$ cat src/rtl/spi_bus_master.sv
// SPI mode-0 target that turns framed MCU commands into single 17-bit-address bus cycles.
// A second bus initiator beside the CPU: it raises bus_req and waits for a one-clock grant from the arbiter.
module spi_bus_master (
  input  logic        clk,
  input  logic        reset,
  input  logic        spi_sclk,
  input  logic        spi_cs_n,
  input  logic        spi_mosi,
  output logic        spi_miso,
  output logic        spi_stall,
  output logic        bus_req,
  output logic [16:0] bus_addr,
  output logic        bus_we,
  output logic [7:0]  bus_wr_data,
  input  logic [7:0]  bus_rd_data,
  input  logic        bus_grant
);

  localparam int unsigned ADDR_W = 17;
  localparam int unsigned DATA_W = 8;
  localparam int unsigned CNT_W  = 3;

  typedef enum logic [2:0] {P_CMD, P_ADDR_HI, P_ADDR_LO, P_DATA, P_DISCARD} parse_e;
  typedef enum logic {B_IDLE, B_REQ} bus_e;

  // sclk carries a third stage so its edges can be detected after synchronization
  logic [2:0]        sclk_pipe_q, sclk_pipe_d;
  logic [1:0]        cs_pipe_q, cs_pipe_d;
  logic [1:0]        mosi_pipe_q, mosi_pipe_d;
  logic [CNT_W-1:0]  bit_cnt_q, bit_cnt_d;
  logic [DATA_W-2:0] rx_q, rx_d;
  logic [DATA_W-1:0] tx_q, tx_d;
  parse_e            parse_q, parse_d;
  logic [ADDR_W-1:0] stg_addr_q, stg_addr_d;
  logic              stg_read_q, stg_read_d;
  logic              stg_next_q, stg_next_d;
  bus_e              bus_q, bus_d;
  logic              req_q, req_d;
  logic [ADDR_W-1:0] addr_q, addr_d;
  logic              we_q, we_d;
  logic [DATA_W-1:0] wdata_q, wdata_d;

  logic              sclk_rise_c, sclk_fall_c, cs_high_c, mosi_c;
  logic [DATA_W-1:0] rx_byte_c;
  logic              issue_c, issue_we_c;
  logic [ADDR_W-1:0] issue_addr_c;
  logic [DATA_W-1:0] issue_data_c;

  assign sclk_rise_c = sclk_pipe_q[1] & ~sclk_pipe_q[2];
  assign sclk_fall_c = ~sclk_pipe_q[1] & sclk_pipe_q[2];
  assign cs_high_c   = cs_pipe_q[1];
  assign mosi_c      = mosi_pipe_q[1];
  assign rx_byte_c   = {rx_q, mosi_c};

  always_comb begin
    sclk_pipe_d  = {sclk_pipe_q[1:0], spi_sclk};
    cs_pipe_d    = {cs_pipe_q[0], spi_cs_n};
    mosi_pipe_d  = {mosi_pipe_q[0], spi_mosi};
    bit_cnt_d    = bit_cnt_q;
    rx_d         = rx_q;
    tx_d         = tx_q;
    parse_d      = parse_q;
    stg_addr_d   = stg_addr_q;
    stg_read_d   = stg_read_q;
    stg_next_d   = stg_next_q;
    bus_d        = bus_q;
    req_d        = req_q;
    addr_d       = addr_q;
    we_d         = we_q;
    wdata_d      = wdata_q;
    issue_c      = 1'b0;
    issue_we_c   = 1'b0;
    issue_addr_c = addr_q;
    issue_data_c = wdata_q;

    // Byte assembly and command parser
    if (cs_high_c) begin
      bit_cnt_d = '0;
      parse_d   = P_CMD;
    end else if (sclk_rise_c) begin
      bit_cnt_d = bit_cnt_q + CNT_W'(1);
      rx_d      = rx_byte_c[DATA_W-2:0];
      if (bit_cnt_q == CNT_W'(7)) begin
        case (parse_q)
          P_CMD: begin
            if (rx_byte_c[7:1] == 7'b1000_000) begin
              stg_read_d     = 1'b0;
              stg_next_d     = 1'b0;
              stg_addr_d[16] = rx_byte_c[0];
              parse_d        = P_ADDR_HI;
            end else if (rx_byte_c[7:1] == 7'b1100_000) begin
              stg_read_d     = 1'b1;
              stg_next_d     = 1'b0;
              stg_addr_d[16] = rx_byte_c[0];
              parse_d        = P_ADDR_HI;
            end else if (rx_byte_c == 8'h40) begin
              stg_read_d = 1'b0;
              stg_next_d = 1'b1;
              parse_d    = P_DATA;
            end else if (rx_byte_c == 8'h60) begin
              issue_c      = 1'b1;
              issue_we_c   = 1'b0;
              issue_addr_c = addr_q;
              parse_d      = P_CMD;
            end else begin
              parse_d = P_DISCARD;
            end
          end
          P_ADDR_HI: begin
            stg_addr_d[15:8] = rx_byte_c;
            parse_d          = P_ADDR_LO;
          end
          P_ADDR_LO: begin
            stg_addr_d[7:0] = rx_byte_c;
            if (stg_read_q) begin
              issue_c      = 1'b1;
              issue_we_c   = 1'b0;
              issue_addr_c = {stg_addr_q[16:8], rx_byte_c};
              parse_d      = P_CMD;
            end else begin
              parse_d = P_DATA;
            end
          end
          P_DATA: begin
            issue_c      = 1'b1;
            issue_we_c   = 1'b1;
            issue_addr_c = stg_next_q ? addr_q : stg_addr_q;
            issue_data_c = rx_byte_c;
            parse_d      = P_CMD;
          end
          default: parse_d = P_DISCARD;
        endcase
      end
    end else if (sclk_fall_c && (bit_cnt_q != '0)) begin
      // no shift on the fall that closes a byte, so a freshly loaded MSB survives
      tx_d = {tx_q[DATA_W-2:0], 1'b0};
    end

    // Bus cycle FSM; commands finishing while a cycle is pending are dropped
    case (bus_q)
      B_IDLE: begin
        if (issue_c) begin
          bus_d   = B_REQ;
          req_d   = 1'b1;
          addr_d  = issue_addr_c;
          we_d    = issue_we_c;
          wdata_d = issue_we_c ? issue_data_c : wdata_q;
        end
      end
      B_REQ: begin
        if (bus_grant) begin
          bus_d  = B_IDLE;
          req_d  = 1'b0;
          addr_d = addr_q + ADDR_W'(1);
          if (!we_q) tx_d = bus_rd_data;
        end
      end
      default: bus_d = B_IDLE;
    endcase
  end

  always_ff @(posedge clk) begin
    if (reset) begin
      sclk_pipe_q <= '0;
      cs_pipe_q   <= '1;
      mosi_pipe_q <= '0;
      bit_cnt_q   <= '0;
      rx_q        <= '0;
      tx_q        <= '0;
      parse_q     <= P_CMD;
      stg_addr_q  <= '0;
      stg_read_q  <= 1'b0;
      stg_next_q  <= 1'b0;
      bus_q       <= B_IDLE;
      req_q       <= 1'b0;
      addr_q      <= '0;
      we_q        <= 1'b0;
      wdata_q     <= '0;
    end else begin
      sclk_pipe_q <= sclk_pipe_d;
      cs_pipe_q   <= cs_pipe_d;
      mosi_pipe_q <= mosi_pipe_d;
      bit_cnt_q   <= bit_cnt_d;
      rx_q        <= rx_d;
      tx_q        <= tx_d;
      parse_q     <= parse_d;
      stg_addr_q  <= stg_addr_d;
      stg_read_q  <= stg_read_d;
      stg_next_q  <= stg_next_d;
      bus_q       <= bus_d;
      req_q       <= req_d;
      addr_q      <= addr_d;
      we_q        <= we_d;
      wdata_q     <= wdata_d;
    end
  end

  assign spi_miso    = tx_q[DATA_W-1];
  assign spi_stall   = req_q;
  assign bus_req     = req_q;
  assign bus_addr    = addr_q;
  assign bus_we      = we_q;
  assign bus_wr_data = wdata_q;

endmodule

$ cat config.mk
export PLATFORM = sky130hd
export DESIGN_NAME = spi_bus_master
export DESIGN_NICKNAME = d
export VERILOG_FILES = /design/src/rtl/spi_bus_master.sv
export SDC_FILE = /design/constraint.sdc
export NUM_CORES = 1
export LEC_CHECK = 0
export CAP_MARGIN = 20
export CORE_ASPECT_RATIO = 2
export CORE_MARGIN = 1
export CORE_UTILIZATION = 35
export DETAILED_ROUTE_END_ITERATION = 16
export PLACE_DENSITY = 0.51
export SETUP_SLACK_MARGIN = 0.05
export SYNTH_ARGS = -nofsm -noshare
export SYNTH_HDL_FRONTEND = slang
export SYNTH_SLANG_ARGS = --single-unit
$ cat constraint.sdc
create_clock -name clk -period 2.4 [get_ports clk]
set_input_delay 0.24 -clock clk [delete_from_list [all_inputs] [get_ports clk]]
set_output_delay 0.24 -clock clk [all_outputs]
set_load 0.02 [all_outputs]
==> run metrics, run 1 <==
status=completed; leak pwr=1.54 nW; core box area=9830 µm²; asr flop ratio synth=0%; clk buf depth=2; vias in the first global route=~3.0k; PD cells=just over 600 nW/µm²; Worst R2R Start=bit_cnt_q[0]; critical path required time=2.63 ns; IO Port Bufs=42; CP Capture Type=flip-flop; crit path from=bit_cnt_q[0]; Syn. warnings=0; Crit Path Max Fanout=10; Hold Crit Class=reg -> reg; Slew Viols, Final=0; ratio of cells with drive above 1 in the final layout=14.3%; R2R cell count=9; crit path launch type=flip-flop; min-delay src=cs_pipe_q[0]; Area growth, synth to finish=27.4%; RSZ-0062 raised after global routing=false; max_slew headroom=approximately half; Die X=73.5 µm; leading cell types by count after synthesis=dfxtp_1, nor2_1, mux2i_1; number of synthesized register bits=75; Filler cells=between 1k and 1.5k; reg-to-reg slack, setup=0.31 ns; Antenna Cells=0; Synth area leaders=dfxtp_1, mux2i_1, nor2_1, a21oi_1, o21ai_0; clk_skew=slightly below 0.007 ns; Hold Path Stages=1; post-synthesis instance total=about 410; Pre-Repair DR Iteration Count=4; Peak VDD IR=just over 0.0004 V; via count=approximately 3.1k; syn avg cell area=between 8 and 9 µm²; routed len/inst=15.8 µm; Slew @ Worst Pin=0.755 ns; Final setup viols=0; Post-Place Setup Slack=around 0.14 ns; total length of routed wires=9.36 mm; routed vias/inst=between 5 and 6; CTS buffer count=9; clk root buf=clkbuf_16; Net Count, Synth=~420; CTS sink cnt=75; crit path kind=reg -> reg; post-synthesis sequential area ratio=a little over two fifths; initial antenna violation count=0; Nets=473; worst flop-to-flop path endpoint=bus_wr_data[5]; FMAX=approximately 480 MHz; Final period util=86.9%; hold path endpoint=cs_pipe_q[1]; clock slew at reported path FFs=around 0.06 ns; Post-synth EDFFs=0; area leader, netlist=dfxtp_1; Worst Slack Setup Final=between 0.3 and 0.4 ns; first-pass GRT wire length=15.2 mm; Fin. Hold Viols=0; Setup Total Neg Slack=0 ns; main flop type after synthesis=dfxtp_1; top-count cell post-synth=dfxtp_1; die area=approximately 11000 µm²; CTS tree=done; H-tree Lvls=3; Initial Util=about 36%; grt total ovfl=0; clock latency on the worst-skew pair=about 0.33 ns; antenna viol nets, final=0; Die Span Y=between 100 and 150 µm; GRT Util Overall=between 10% and 20%; largest net degree at the start of global routing=38; Rows=51; IO Count=43; routability congestion estimate from global placement=0.873; Remaining DRCs=0; Mapped Area=approximately 3600 µm²; Cell variety after synth=51; dpl hpwl=6.73 mm; Max Cap Viol=0; drt initial violations=between 100 and 150; Synth top area share=a little over two fifths; CP arrival=2.31 ns; Final min period=~2.1 ns
[per-layer routing]
metal / track usage [%] / vias up / wire (µm)
met3: 3.68 / 23 / 298
met4: 8.85 / 0 / 284
met1: 20.7 / 1443 / 3650
met2: 33.8 / 64 / 5130
li1: - / 1532 / -
met5: 0 / - / 0
[worst max-delay path by stage]
stage	slack (ns)	cells after the start	endpoint
2_1_floorplan	0.37	8	bus_addr[14]
3_3_place_gp	0.16	8	bus_addr[14]
3_5_place_dp	0.14	8	bus_addr[14]
4_1_cts	0.11	8	bus_addr[14]
5_1_grt	0.05	9	bus_wr_data[5]
6_report	0.31	9	bus_wr_data[5]
[kinds of logic after synthesis]
| kind of cell | after synthesis | share of synthesized area (%) |
|---|---|---|
| compound gates | 83 | 15.4 |
| xor+xnor | 1 | 0.245 |
| fa+ha+maj | 4 | 1.40 |
| buf+inv | 37 | 4.75 |
| flops | 75 | 41.9 |
| mux | 48 | 13.5 |
| simple gates | 158 | 22.8 |
[worst max-delay path, stage by stage (launching register included)]
cell     delay (ns)
dfxtp_2        0.35
ha_1           0.15
ha_1           0.16
nor4b_4        0.20
nand3_2        0.18
a21o_1         0.26
nor3b_2        0.21
buf_6          0.20
mux2i_1        0.21
nor2_1         0.05
[state kept, by name (all words and copies together), names as in the netlist]
signal	flops
mosi_pipe_q	2
bus_we	1
stg_addr_q	17
tx_q	8
cs_pipe_q	2
bit_cnt_q	3
stg_next_q	1
bus_q	1
rx_q	7
bus_addr	17
sclk_pipe_q	3
bus_req	1
parse_q	3
stg_read_q	1
bus_wr_data	8
[where the power goes]
group          total, mW  leakage, nW  internal [mW]  switching (mW)
combinational     0.0607        0.782         0.0298          0.0309
sequential          1.25        0.606           1.25         0.00346
clock               1.47        0.155          0.938           0.534
total               2.79         1.54           2.22           0.568
[per-stage QoR]
stage	util (%)	std cells	power, mW	area [µm²]	hold slack, ns
floorplan	-	406	1.31	3580	0.344
finish	46.4	592	2.79	4560	0.413
global placement	42.7	572	1.34	4190	0.405
global route	46.4	592	2.88	4560	0.430
CTS	46.0	588	2.82	4520	0.417
detailed placement	42.7	572	1.34	4190	0.402
[timing repair]
| action | in CTS | in global routing |
|---|---|---|
| hold buffers | 0 | 0 |
| endpoints found under the hold margin | 0 | 0 |
| endpoints found under the setup margin | 0 | 15 |
| buffers inserted | 0 | 4 |
| gates resized for setup | 0 | 4 |
[final cells by class]
cell class,instances,area [µm²],area share [%]
clock inverter,6,88.8,1.95
clock buffer,10,239,5.24
inverter,9,33.8,0.741
sequential,75,1500,32.9
multi-input combinational,294,1920,42.1
tap,132,165,3.62
timing repair buffer,66,612,13.4
[cells in the final DEF, fill, tap and decap left out, types with 9 or more instances in the layout]
cell / Yosys / final
dfxtp_1: 75 / 74
nor2_1: 65 / 64
mux2i_1: 46 / 46
clkdlybuf4s50_1: 0 / 41
a21oi_1: 29 / 29
nand2_1: 23 / 23
buf_4: 4 / 22
o21ai_0: 19 / 19
nor2b_1: 15 / 15
nand3_1: 12 / 12
a211oi_1: 9 / 9
clkbuf_16: 0 / 9
Note: power is estimated with default switching activity, not from simulation.
==> run 2, diff against run 1 <==
- CORE_MARGIN: 1 -> 2
==> run metrics, run 2 (synthesis results as in run 1) <==
status=completed; critical path required time=2.64 ns (about the same); post-route cell area=4470 µm² (-2.1%); max_slew headroom=61.2% (+11 points); hold path endpoint=tx_q[0]; first-pass GRT wire length=15.3 mm (+0.13%); initial antenna violation count=0 (unchanged); total length of routed wires=9.41 mm (+0.49%); CTS buffer count=9 (unchanged); IO Count=43 (unchanged); clock slew at reported path FFs=0.06 ns (about the same); Filler cells=1026 (unchanged); Hold Crit Class=in -> reg; CP dominant cell by count=ha_1; Final period util=90.4% (+3.5 points); Peak VDD IR=0.000435 V (+6.5%); Fin. Hold Viols=0 (unchanged); internal power=1.97 mW (-11%); combinational power share=2.3% (about the same); via count=3050 (-0.39%); routed len/inst=15.9 µm (+0.49%); leak pwr=1.49 nW (-3.7%); CTS tree=done; worst flop-to-flop path endpoint=bus_addr[7]; ratio of cells with drive above 1 in the final layout=13.3% (-1.0 points); routed vias/inst=5.15 (-0.39%); Final min period=2.17 ns (+0.0845 ns); proportion of power drawn by the clock network=48.2% (-4.6 points); Critical-path top delay cell=dfxtp_1; switching share of power=22.2% (+1.8 points); R2R cell count=9 (unchanged); grt total ovfl=0 (unchanged); RSZ-0062 raised after global routing=false; largest net degree at the start of global routing=30 (-21%); vias in the first global route=3029 (+1.9%); Remaining DRCs=0 (unchanged); H-tree Lvls=3 (unchanged); clk buf depth=2 (unchanged); Slew @ Worst Pin=0.582 ns (-0.173 ns); antenna viol nets, final=0 (unchanged); PD cells=567 nW/µm² (-7.1%); Seq pwr share=49.5% (+4.5 points); Slew Viols, Final=0 (unchanged); drt initial violations=176 (+31%); hold buffer count at cts=0 (unchanged); most frequent cells in the layout=dfxtp_1, nor2_1, mux2i_1; total power draw=2.53 mW (-9.1%); placed cell areas=4180 µm² (-0.39%); Hold Path Stages=2 (+1); CP Capture Type=flip-flop; reg-to-reg slack, setup=0.23 ns (-0.08 ns); Antenna Cells=0 (unchanged); worst-path cell chain=ha_1 -> ha_1 -> nor4b_4 -> nand3_2 -> o21ai_4 -> a2bb2oi_4 -> buf_4 -> a21oi_1 -> a211oi_1; routability congestion estimate from global placement=0.893 (+2.2%); FMAX=461 MHz (-3.9%); core box area=10000 µm² (+2.0%); Setup Total Neg Slack=0 ns (unchanged); Final setup viols=0 (unchanged); Crit Path Max Fanout=10 (unchanged); clk root buf=clkbuf_16; Worst R2R Start=bit_cnt_q[0]; crit path from=bit_cnt_q[0]; Max Cap Viol=0 (unchanged); Area growth, synth to finish=24.7%; Initial Util=35.7% (-0.70 points); Die X=75.5 µm (+2.7%); Worst path max stage delay=0.37 ns (+0.02 ns); Die Span Y=147 µm (+1.4%); CP arrival=2.41 ns (+0.10 ns); CTS sink cnt=75 (unchanged); min-delay src=reset; IO Port Bufs=42 (unchanged); Nets=470 (-0.63%); die area=11100 µm² (+4.1%); Pre-Repair DR Iteration Count=4 (unchanged); leading cell type in the layout, fill and taps excluded=dfxtp_1; crit path launch type=flip-flop; Psw=0.563 mW (-0.95%); dpl hpwl=6.95 mm (+3.2%); GRT Util Overall=18.2% (-0.80 points); clock latency on the worst-skew pair=0.33 ns (about the same); crit path kind=reg -> reg; clk_skew=0.00641 ns (-0.000524 ns); Rows=52 (+2.0%)
==> run 2: changes by cell type in the layout (fill, tap and decap cells not counted), sizes merged <==
cell / before / now
clkinvlp: 2 / 4
bufinv: 2 / 0
clkbuf: 10 / 9
clkinv: 3 / 4
buf: 25 / 22
==> run 2: power groups by stage <==
stage | combinational, mW | clock, mW | sequential, mW
floorplan | 0.0286 | 0 | 1.28
global placement | 0.0592 | 0 | 1.28
detailed placement | 0.0595 | 0 | 1.28
CTS | 0.0601 | 1.26 | 1.25
global route | 0.0638 | 1.31 | 1.25
finish | 0.0584 | 1.22 | 1.25
==> run 2: area by class of cell <==
| class | instances | area, µm² | area share, % |
|---|---|---|---|
| clock buffer | 9 | 225 | 5.04 |
| sequential | 75 | 1500 | 33.6 |
| clock inverter | 7 | 45.0 | 1.01 |
| multi-input combinational | 294 | 1920 | 43.0 |
| inverter | 9 | 33.8 | 0.757 |
| tap | 135 | 169 | 3.78 |
| timing repair buffer | 63 | 573 | 12.8 |
==> run 2: worst max-delay path by stage <==
stage / end / slack [ns]
4_1_cts: bus_addr[7] / 0.19
6_report: bus_addr[7] / 0.23
2_1_floorplan: bus_addr[14] / 0.37
3_5_place_dp: bus_addr[7] / 0.23
3_3_place_gp: bus_addr[7] / 0.32
5_1_grt: bus_addr[7] / 0.05
==> run 2: layer usage <==
metal | global-route usage (%) | routed length [µm] | vias to the layer above
li1 | - | - | 1525
met1 | 20.1 | 3600 | 1452
met2 | 31.8 | 5200 | 57
met3 | 3.02 | 272 | 16
met4 | 9.39 | 343 | 0
met5 | 0 | 0 | -
==> run 2: worst max-delay path, delay by kind of cell (launching register included) <==
family / cells / cell delay, ns
AOI/OAI and AO/OA: 4 / 0.79
DFF: 1 / 0.37
and+or+nand+nor: 2 / 0.37
adders and majority gates: 2 / 0.34
buffers and inverters: 1 / 0.21
==> run 2: repair_timing <==
item	in CTS	in global routing
hold endpoints to repair	0	0
resized for setup	0	1
endpoints found under the setup margin	0	1
buffers inserted	0	2
==> run 2: per-stage QoR <==
step / util (%) / setup WS [ns] / instances / hold slack (ns)
after detailed placement: 41.7 / 0.232 / 574 / 0.398
after CTS: 44.4 / 0.190 / 590 / 0.333
final: 44.6 / 0.230 / 592 / 0.330
after floorplan: - / 0.372 / 406 / 0.344
after global placement: 41.7 / 0.322 / 574 / 0.398
after global routing: 44.6 / 0.0549 / 592 / 0.343
==> run 3, diff against run 2 <==
==> constraint.sdc (replaced) <==
create_clock -name clk -period 2.4 [get_ports clk]
set_input_delay 0.24 -clock clk [delete_from_list [all_inputs] [get_ports clk]]
set_output_delay 0.24 -clock clk [all_outputs]
set_load 0.05 [all_outputs]
==> results of run 3 <==
Same layout as run 2: the final DEF is identical, and so are final timing and power.
